[src/rtl/spi_key_slave.sv]
// SPI mode-0 slave for the console key poll: snapshots key_in at CS fall, shifts it out
// MSB first on MISO and captures the MOSI word as a command. Fully oversampled in clk.
module spi_key_slave #(
   parameter int DATA_W      = 16,
   parameter int SYNC_STAGES = 2
) (
   input  logic              clk,
   input  logic              rst,
   input  logic              spi_cs,
   input  logic              spi_clk,
   input  logic              spi_mosi,
   output logic              spi_miso,
   input  logic [DATA_W-1:0] key_in,
   output logic [DATA_W-1:0] rx_data,
   output logic              rx_valid,
   output logic              frame_err,
   output logic              busy
);

   localparam int CNT_W = $clog2(DATA_W + 2);
   localparam logic [CNT_W-1:0] CNT_ZERO = '0;
   localparam logic [CNT_W-1:0] CNT_ONE  = CNT_W'(1);
   localparam logic [CNT_W-1:0] CNT_LAST = CNT_W'(DATA_W - 1);
   localparam logic [CNT_W-1:0] CNT_FULL = CNT_W'(DATA_W);
   localparam logic [CNT_W-1:0] CNT_SAT  = CNT_W'(DATA_W + 1);

   typedef enum logic {
      IDLE,
      SHIFT
   } state_t;

   // ---------------------------------------------------------------
   // Synchronizers, history flops and registered edge strobes
   // ---------------------------------------------------------------
   logic [SYNC_STAGES-1:0] cs_sync;
   logic [SYNC_STAGES-1:0] sclk_sync;
   logic [SYNC_STAGES-1:0] mosi_sync;
   logic                   cs_hist;
   logic                   sclk_hist;
   logic                   cs_fall;
   logic                   cs_rise;
   logic                   sclk_rise;
   logic                   sclk_fall;
   logic                   mosi_bit;

   logic cs_now;
   logic sclk_now;

   assign cs_now   = cs_sync[SYNC_STAGES-1];
   assign sclk_now = sclk_sync[SYNC_STAGES-1];

   // NOTE: the CS chain resets to 0 (selected) on purpose: a CS pin already low when
   // reset releases then shows no falling edge, so the partial frame is ignored.
   always_ff @(posedge clk or posedge rst) begin
      if (rst) begin
         cs_sync   <= '0;
         sclk_sync <= '0;
         mosi_sync <= '0;
         cs_hist   <= 1'b0;
         sclk_hist <= 1'b0;
         cs_fall   <= 1'b0;
         cs_rise   <= 1'b0;
         sclk_rise <= 1'b0;
         sclk_fall <= 1'b0;
         mosi_bit  <= 1'b0;
      end else begin
         cs_sync   <= {cs_sync[SYNC_STAGES-2:0], spi_cs};
         sclk_sync <= {sclk_sync[SYNC_STAGES-2:0], spi_clk};
         mosi_sync <= {mosi_sync[SYNC_STAGES-2:0], spi_mosi};
         cs_hist   <= cs_now;
         sclk_hist <= sclk_now;
         cs_fall   <= cs_hist & ~cs_now;
         cs_rise   <= ~cs_hist & cs_now;
         sclk_rise <= ~sclk_hist & sclk_now;
         sclk_fall <= sclk_hist & ~sclk_now;
         // Same pipeline age as the SCLK strobe, so it is the bit present at the rise.
         mosi_bit  <= mosi_sync[SYNC_STAGES-1];
      end
   end

   // ---------------------------------------------------------------
   // Frame FSM and shift datapath
   // ---------------------------------------------------------------
   state_t            state;
   state_t            state_n;
   logic [DATA_W-1:0] tx_shift;
   logic [DATA_W-1:0] tx_shift_n;
   logic [DATA_W-1:0] rx_shift;
   logic [DATA_W-1:0] rx_shift_n;
   logic [DATA_W-1:0] rx_data_n;
   logic [CNT_W-1:0]  bit_cnt;
   logic [CNT_W-1:0]  bit_cnt_n;
   logic              rx_valid_n;
   logic              frame_err_n;
   logic              miso_n;

   // NOTE: every signal gets a default before the case so no path leaves it unassigned,
   // which would otherwise infer a latch; combinational logic uses blocking '='.
   always_comb begin
      state_n     = state;
      tx_shift_n  = tx_shift;
      rx_shift_n  = rx_shift;
      rx_data_n   = rx_data;
      bit_cnt_n   = bit_cnt;
      rx_valid_n  = 1'b0;
      frame_err_n = 1'b0;

      case (state)
         IDLE: begin
            if (cs_fall) begin
               tx_shift_n = key_in;
               rx_shift_n = '0;
               bit_cnt_n  = CNT_ZERO;
               state_n    = SHIFT;
            end
         end

         SHIFT: begin
            if (cs_rise) begin
               // A coincident SCLK rise is dropped: the frame is already over.
               state_n     = IDLE;
               frame_err_n = (bit_cnt != CNT_ZERO) && (bit_cnt != CNT_FULL);
            end else begin
               if (sclk_rise) begin
                  rx_shift_n = {rx_shift[DATA_W-2:0], mosi_bit};
                  if (bit_cnt != CNT_SAT) begin
                     bit_cnt_n = bit_cnt + CNT_ONE;
                  end
                  if (bit_cnt == CNT_LAST) begin
                     rx_data_n  = rx_shift_n;
                     rx_valid_n = 1'b1;
                  end
               end
               if (sclk_fall) begin
                  tx_shift_n = tx_shift << 1;
               end
            end
         end

         default: state_n = IDLE;
      endcase

      miso_n = (state_n == SHIFT) ? tx_shift_n[DATA_W-1] : 1'b0;
   end

   // NOTE: sequential state uses non-blocking '<=' so all flops update together.
   always_ff @(posedge clk or posedge rst) begin
      if (rst) begin
         state     <= IDLE;
         tx_shift  <= '0;
         rx_shift  <= '0;
         bit_cnt   <= CNT_ZERO;
         rx_data   <= '0;
         rx_valid  <= 1'b0;
         frame_err <= 1'b0;
         spi_miso  <= 1'b0;
         busy      <= 1'b0;
      end else begin
         state     <= state_n;
         tx_shift  <= tx_shift_n;
         rx_shift  <= rx_shift_n;
         bit_cnt   <= bit_cnt_n;
         rx_data   <= rx_data_n;
         rx_valid  <= rx_valid_n;
         frame_err <= frame_err_n;
         spi_miso  <= miso_n;
         busy      <= (state_n == SHIFT);
      end
   end

endmodule

[config.mk]
export PLATFORM = sky130hd
export DESIGN_NAME = spi_key_slave
export DESIGN_NICKNAME = d
export VERILOG_FILES = /design/src/rtl/spi_key_slave.sv
export SDC_FILE = /design/constraint.sdc
export NUM_CORES = 1
export LEC_CHECK = 0
export BUFFER_PORTS_ARGS = -buffer_cell sky130_fd_sc_hd__buf_4
export CORE_ASPECT_RATIO = 1.75
export CORE_MARGIN = 2
export CORE_UTILIZATION = 50
export DETAILED_ROUTE_END_ITERATION = 8
export GPL_TIMING_DRIVEN = 0
export PLACE_DENSITY_LB_ADDON = 0.05
export SETUP_SLACK_MARGIN = 0.3
export SYNTH_ARGS = -nofsm -noshare
export SYNTH_HDL_FRONTEND = slang
export SYNTH_SLANG_ARGS = --single-unit
[constraint.sdc]
create_clock -name clk -period 2 [get_ports clk]
set_input_delay 0.4 -clock clk [delete_from_list [all_inputs] [get_ports clk]]
set_output_delay 0.4 -clock clk [all_outputs]
set_load 0.03 [all_outputs]
==> results by group, run 1 <==
Clock network
  • CTS Buf Count: 9
  • TritonCTS clock tree: built
  • Clk_lat worst skew: roughly 340 ps
  • Clk pin slew, worst setup/hold paths: 80 ps
  • Root buf cell: clkbuf_8
  • # clock sinks: 69
  • H-tree levels: 3
  • Hold-fix buffers, CTS: 0
  • CTS Buffer Depth: 2

Layout
  • Nets@finish: 320
  • Share of cells above drive strength 1: 0.317
  • # diodes: 0
  • FILL cells: between 300 and 400
  • Final Util: 0.681
  • Area grow syn2layout: 30.3%
  • Non-filler cells, final: roughly 370
  • Fin area: 3610 sq um

Worst setup path
  • Worst path cell trace: ha_4 -> and3_4 -> ha_4 -> nand2_4 -> bufbuf_16 -> mux2_4
  • Worst endpoint data arrival time: roughly 1900 ps
  • CP startpoint kind: register
  • Worst path slowest cell: dfrtp_1
  • Critical path type: register to register
  • Crit end category: register
  • Crit-path most repeated cell: ha_4
  • Critical path peak fanout: 5
  • Slowest stage delay, CP: 420 ps
  • Required @ worst endpoint: 2230 ps

Route
  • Vias per std cell: around 5.0
  • Drt drc: 0
  • 1st-pass router iterations: 4
  • Final antenna-violating net count: 0
  • Vias: between 1500 and 2000
  • Drt total wl: between 5 and 6 mm
  • Routed len/inst: about 14 um
  • Initial drt markers: 43

STA
  • Total Negative Setup Slacks: 0 ps
  • Peak Freq: just over 600 MHz
  • Hold Vio Cnt, Final: 0
  • Pins Over Slew Limit: 0
  • RSZ-0062 raised after global routing: no
  • Setup WS post-layout: approximately 350 ps
  • # setup viols final: 0
  • Final worst path period need: between 1500 and 2000 ps
  • Worst slew pin tran: approximately 610 ps
  • Post-route clock period utilization: 0.825
  • Rel. slew slack: 0.593
  • Hold slack: 122 ps
  • Setup Skew: 9.19 ps

Placed design
  • Placed insts: around 350
  • Dpl ws: 166 ps
  • Post-DP Area: approximately 3200 sq um
  • Routability cong.: 0.798
  • Hpwl dp: roughly 3.5 mm
  • PortBufs: 40

Synthesis
  • Netlist cell types: 34
  • Post-synth top area cell: dfrtp_1
  • Mapped cell area: roughly 2800 sq um
  • Synth Register Bits: 69
  • Syn_area_per_cell: 11.7 sq um
  • Post-synthesis sequential area ratio: 0.624
  • Synthesized Nets: between 200 and 300
  • Post-synth top area share: 0.624
  • Synth Warn #: 0
  • Main area contributors after synthesis: dfrtp_1, nand2_1, mux2_4
  • Mapped Cells: roughly 240

Floorplanning
  • Floorplan Core Area: 5300 sq um
  • Die area: a little over 6000 sq um
  • Die W: between 60 and 70 um
  • Die height: 102 um
  • Ports: between 40 and 50
  • Initial Utilization: 0.522
  • Rows: 35

Power and ir drop
  • PD cells: between 1000 and 1500 nW/um^2
  • Worst vdd ir: around 0.00063 V
  • Leakage power: roughly 1.8 nW
  • Total power: between 3 and 4 mW

Global routing
  • First-pass GRT wire length: ~8.6 mm
  • Initial antenna violation count: 0
  • Pin count of the biggest net entering global routing: between 40 and 50
  • Total GRT Usage: 0.192
  • GRT overflow: 0
  • Vias in the first global route: 1889

Run status
  • Status: finished, final reports clean

Run
  • # Max-Cap Violations: 0

Worst hold path
  • Hold Crit Class: primary input to async pin
-- worst paths after layout --
check,from,to,slack [ps],depth (start not counted)
setup / recovery,bit_cnt[1],rx_data[0],350,6
hold / removal,rst,rx_data[12],120,2
setup reg to reg,bit_cnt[1],rx_data[0],350,6
hold reg to reg,cs_sync[0],cs_sync[1],350,0
max in group asynchronous,rst,bit_cnt[0],1250,3
min in group clk,spi_mosi,mosi_sync[0],160,1
-- layer usage --
layer | track usage | wire (um) | vias to the layer above
li1 | - | - | 926
met1 | 0.208 | 2080 | 903
met2 | 0.325 | 2810 | 36
met3 | 0.0595 | 166 | 9
met4 | 0.106 | 121 | 0
met5 | 0 | 0 | -
-- logic make-up after synthesis --
logic type	count (synthesis)	share of synthesized area
simple gates	96	0.165
flops	69	0.624
compound gates	29	0.0710
buf+inv	20	0.0335
mux	19	0.0886
fa+ha+maj	4	0.0181
-- cell type report --
| type | count | area (sq um) | share of cell area |
|---|---|---|---|
| Inverter | 8 | 33.8 | 0.00937 |
| Multi-Input combinational cell | 148 | 986 | 0.273 |
| Sequential cell | 69 | 1730 | 0.479 |
| Clock inverter | 5 | 129 | 0.0357 |
| Buffer | 12 | 71.3 | 0.0198 |
| Clock buffer | 11 | 151 | 0.0420 |
| Timing Repair Buffer | 47 | 415 | 0.115 |
| Tap cell | 74 | 92.6 | 0.0257 |
-- critical path, delay by kind of cell (launching register included) --
family / cells / cell delay [ps]
DFF: 1 / 420
adders and majority gates: 2 / 340
muxes: 1 / 290
buffers and inverters: 1 / 260
and+or+nand+nor: 2 / 250
-- synth_stat cells (all sizes together) --
library cell,count
nand2,41
nand3,20
o22ai,9
a2bb2oi,1
nor2b,5
and3,1
and2,1
or3,1
and3b,2
a22oi,4
nand2b,3
ha,4
o31ai,2
buf,7
mux2i,2
o221ai,1
nand3b,2
o21a,3
nor2,11
o22a,1
a21oi,4
nor3,8
inv,8
mux2,17
o21ai,2
dfrtp,69
clkbuf,5
a211oi,1
and4bb,1
a32oi,1
-- report_power, final --
part	switching, mW	internal [mW]
sequential	0.125	1.59
combinational	0.269	0.228
clock	0.522	1.03
total	0.916	2.85
-- state kept, by name (all words and copies together) (netlist names) --
name,cells
bit_cnt,5
cs_fall,1
cs_hist,1
cs_rise,1
cs_sync,2
frame_err,1
mosi_bit,1
mosi_sync,2
rx_data,16
rx_shift,15
rx_valid,1
sclk_fall,1
sclk_hist,1
sclk_rise,1
sclk_sync,2
spi_miso,1
state,1
tx_shift,16
-- cell usage in the layout, fill, tap and decap left out, types with 5 or more instances in the layout --
cell | synthesis | layout
o22ai_1 | 9 | 9
mux2_2 | 8 | 8
clkbuf_1 | 5 | 5
mux2_4 | 9 | 9
nand2_1 | 40 | 40
inv_1 | 8 | 7
nor2b_1 | 5 | 5
nor2_1 | 11 | 10
dfrtp_1 | 69 | 68
buf_2 | 5 | 5
nor3_1 | 8 | 8
nand3_1 | 20 | 20
clkbuf_8 | 0 | 11
buf_4 | 1 | 44
-- what timing repair did --
action / CTS / global route
setup buffers: 4 / 1
setup endpoints to repair: 10 / 16
gates cloned: 1 / 0
pin swaps: 1 / 3
resized for setup: 4 / 5
hold endpoints to repair: 0 / 0
Note: power is estimated with default switching activity, not from simulation.
==> run 2, diff against run 1 <==
Settings changed: ABC_AREA set to 1.
Clock period 2 ns to 1.4 ns, I/O delays scaled along.
==> results by group, run 2 <==
Power and ir drop
  • Leakage power: 1.87 nW (+1.8%)
  • Worst vdd ir: 0.000933 V (+47%)
  • Total power: 5.07 mW (+35%)
  • PD cells: 1210 nW/um^2 (+16%)

Synthesis
  • Complex-gate fraction of the synthesized area: 0.121 (+0.0501)
  • EDFF count, synth: 0 (unchanged)
  • Mapped cell area: 2780 sq um (+0.45%)
  • Multiplexer share of the synthesized area: 0 (-0.0886)
  • Post-synth top area cell: dfrtp_1
  • Most frequent cells after synthesis: dfrtp_1, nand2_1, inv_1
  • Post-Synth Simple-Gate Area: 0.167 (+0.00196)
  • Synth Warn #: 0 (unchanged)
  • Synth Area in XOR/XNOR: 0 (unchanged)
  • Post-synth top area share: 0.621 (-0.00281)
  • Post-Synth Adder-Cell Area: 0.0180 (-0.0000814)
  • Asr flop ratio synth: 1.00 (unchanged)
  • Synthesized Nets: 282 (+7.6%)
  • Largest family of logic cells by synthesized area: simple AND/OR/NAND/NOR gates
  • Syn_area_per_cell: 10.8 sq um (-7.4%)
  • Mapped Cells: 257 (+8.4%)
  • Most common cell in the netlist: dfrtp_1
  • Post-synthesis sequential area ratio: 0.621 (-0.00281)
  • Synth Register Bits: 69 (unchanged)
  • Main area contributors after synthesis: dfrtp_1, nand2_1, o22ai_2
  • Netlist cell types: 23 (-32%)
  • Primary FF master, synth: dfrtp_1

STA
  • Hold slack: 43.3 ps (-78.8 ps)
  • Hold Vio Cnt, Final: 0 (unchanged)
  • Setup WS post-layout: -59.1 ps (-409 ps)
  • RSZ-0062 raised after global routing: yes
  • Worst slew pin tran: 740 ps (+131 ps)
  • Setup Skew: 9.09 ps (-0.0963 ps)
  • Peak Freq: 685 MHz (+13%)
  • # setup viols final: 16 (+16)
  • Pins Over Slew Limit: 0 (unchanged)
  • Post-route clock period utilization: 1.04 (+0.217)
  • Rel. slew slack: 0.505 (-0.0874)
  • Final worst path period need: 1460 ps (-191 ps)

Global routing
  • Pin count of the biggest net entering global routing: 37 (-16%)
  • Initial antenna violation count: 0 (unchanged)
  • Total GRT Usage: 0.211 (+0.0189)
  • GRT overflow: 0 (unchanged)
  • Vias in the first global route: 2002 (+6.0%)
  • First-pass GRT wire length: 9.43 mm (+10%)

Floorplanning
  • Rows: 36 (+2.9%)
  • Die area: 6200 sq um (+0.42%)
  • Initial Utilization: 0.510 (-0.0122)
  • Die W: 60.4 um (+0.21%)
  • Die height: 103 um (+0.21%)
  • Floorplan Core Area: 5450 sq um (+2.9%)
  • Ports: 41 (unchanged)

Route
  • Routed len/inst: 14.1 um (+1.7%)
  • Vias: 2092 (+12%)
  • Vias per std cell: 4.97 (-0.83%)
  • Final antenna-violating net count: 0 (unchanged)
  • Initial drt markers: 36 (-16%)
  • Drt drc: 0 (unchanged)
  • Drt total wl: 5.93 mm (+14%)
  • 1st-pass router iterations: 4 (unchanged)

Clock network
  • Clk_lat worst skew: 340 ps (about the same)
  • # clock sinks: 69 (unchanged)
  • CTS Buffer Depth: 2 (unchanged)
  • TritonCTS clock tree: built
  • Root buf cell: clkbuf_8
  • H-tree levels: 3 (unchanged)
  • Clk pin slew, worst setup/hold paths: 70 ps (about the same)
  • CTS Buf Count: 9 (unchanged)

Layout
  • Share of cells above drive strength 1: 0.496 (+0.179)
  • Largest registers: rx_data: 16 flops, tx_shift: 16 flops, rx_shift: 15 flops
  • FILL cells: 352 (-12%)
  • # diodes: 0 (unchanged)
  • Nets@finish: 366 (+14%)
  • Most frequent cells in the layout: dfrtp_1, buf_4, nand2_1
  • Fin area: 4190 sq um (+16%)
  • Area grow syn2layout: 50.6%
  • Most common cell after layout, fill and taps aside: dfrtp_1

Worst hold path
  • Hold Crit Class: primary input to register

Placed design
  • Dpl ws: -306 ps (-473 ps)
  • Routability cong.: 0.713 (-11%)
  • Post-DP Area: 3240 sq um (+1.6%)
  • Hpwl dp: 3.55 mm (+0.54%)
  • PortBufs: 40 (unchanged)

Worst setup path
  • Crit end category: register
  • Critical path peak fanout: 10 (+5)
  • Slowest stage delay, CP: 380 ps (-40 ps)
  • Worst endpoint data arrival time: 1680 ps (-200 ps)
  • Critical path type: register to register
  • Worst path cell trace: ha_2 -> nand2_2 -> nor2_4 -> ha_4 -> nand4_4 -> buf_6 -> nand2_1 -> o21ai_1
  • CP startpoint kind: register
  • Required @ worst endpoint: 1620 ps (-610 ps)
  • Worst path slowest cell: dfrtp_1

Run status
  • Status: complete, but fails checks
  • Violated checks: setup timing

Run
  • # Max-Cap Violations: 0 (unchanged)
-- run 2: cell count changes in the layout (fill, tap and decap cells not counted), moves of 9 or more --
| cell | previous run | this run |
|---|---|---|
| buf_6 | 0 | 32 |
| inv_1 | 7 | 27 |
| mux2_4 | 9 | 0 |
| o22ai_2 | 0 | 15 |
| nor2_4 | 1 | 10 |
| nand3_1 | 20 | 5 |
| o21ai_1 | 0 | 19 |
-- run 2: path summary, 6_finish.rpt --
path,end,from,depth (start not counted),slack [ps]
setup / recovery,rx_data[8],bit_cnt[0],8,-60
hold / removal,mosi_sync[0],spi_mosi,1,40
min in group asynchronous,tx_shift[4],rst,2,60
max in group asynchronous,bit_cnt[3],rst,3,730
setup reg to reg,rx_data[8],bit_cnt[0],8,-60
hold reg to reg,sclk_sync[1],sclk_sync[0],0,350
-- run 2: cell families after synthesis --
group,Yosys count
adder cells (fa/ha/maj),4
flip-flops,69
AO/OA/AOI/OAI,48
buffers and inverters,42
AND/OR/NAND/NOR,94
-- run 2: final cells by class --
type,count,area (sq um),share of cell area
buffer,9,126,0.0302
clock buffer,13,149,0.0356
clock inverter,2,10.0,0.00239
inverter,33,153,0.0365
multi-input combinational,147,1190,0.284
sequential,69,1730,0.413
tap,76,95.1,0.0227
timing repair buffer,72,737,0.176
-- run 2: where the power goes --
| group | internal, mW | total [mW] | switching (mW) |
|---|---|---|---|
| logic | 0.670 | 1.27 | 0.596 |
| clock network | 0.677 | 1.36 | 0.683 |
| registers | 2.23 | 2.44 | 0.213 |
-- run 2: metal layers --
layer,global-route usage,vias to the layer above,part of all wire
met5,0,-,0
met4,0.120,0,0.026
met3,0.0552,14,0.032
met2,0.355,47,0.56
met1,0.237,1021,0.38
li1,-,1010,-
-- run 2: timing repair --
action / in CTS / in global routing
hold buffers: 0 / 0
setup endpoints to repair: 65 / 75
pin swaps: 12 / 12
setup buffers: 22 / 5
gates cloned: 5 / 0
resized for setup: 62 / 59
-- run 2: worst max-delay path, delay by kind of cell (launching register included) --
family,cells,cell delay (ps)
DFF,1,380
AOI/OAI and AO/OA,1,60
buffers and inverters,1,190
and+or+nand+nor,4,370
adders and majority gates,2,330
-- run 2: metrics by stage --
step	setup TNS [ps]	cells	utilization
2_1_floorplan	-357	257	-
3_3_place_gp	-14440	373	0.590
3_5_place_dp	-4860	374	0.594
4_1_cts	-797	416	0.717
5_1_grt	-1910	421	0.768
6_report	-616	421	0.768
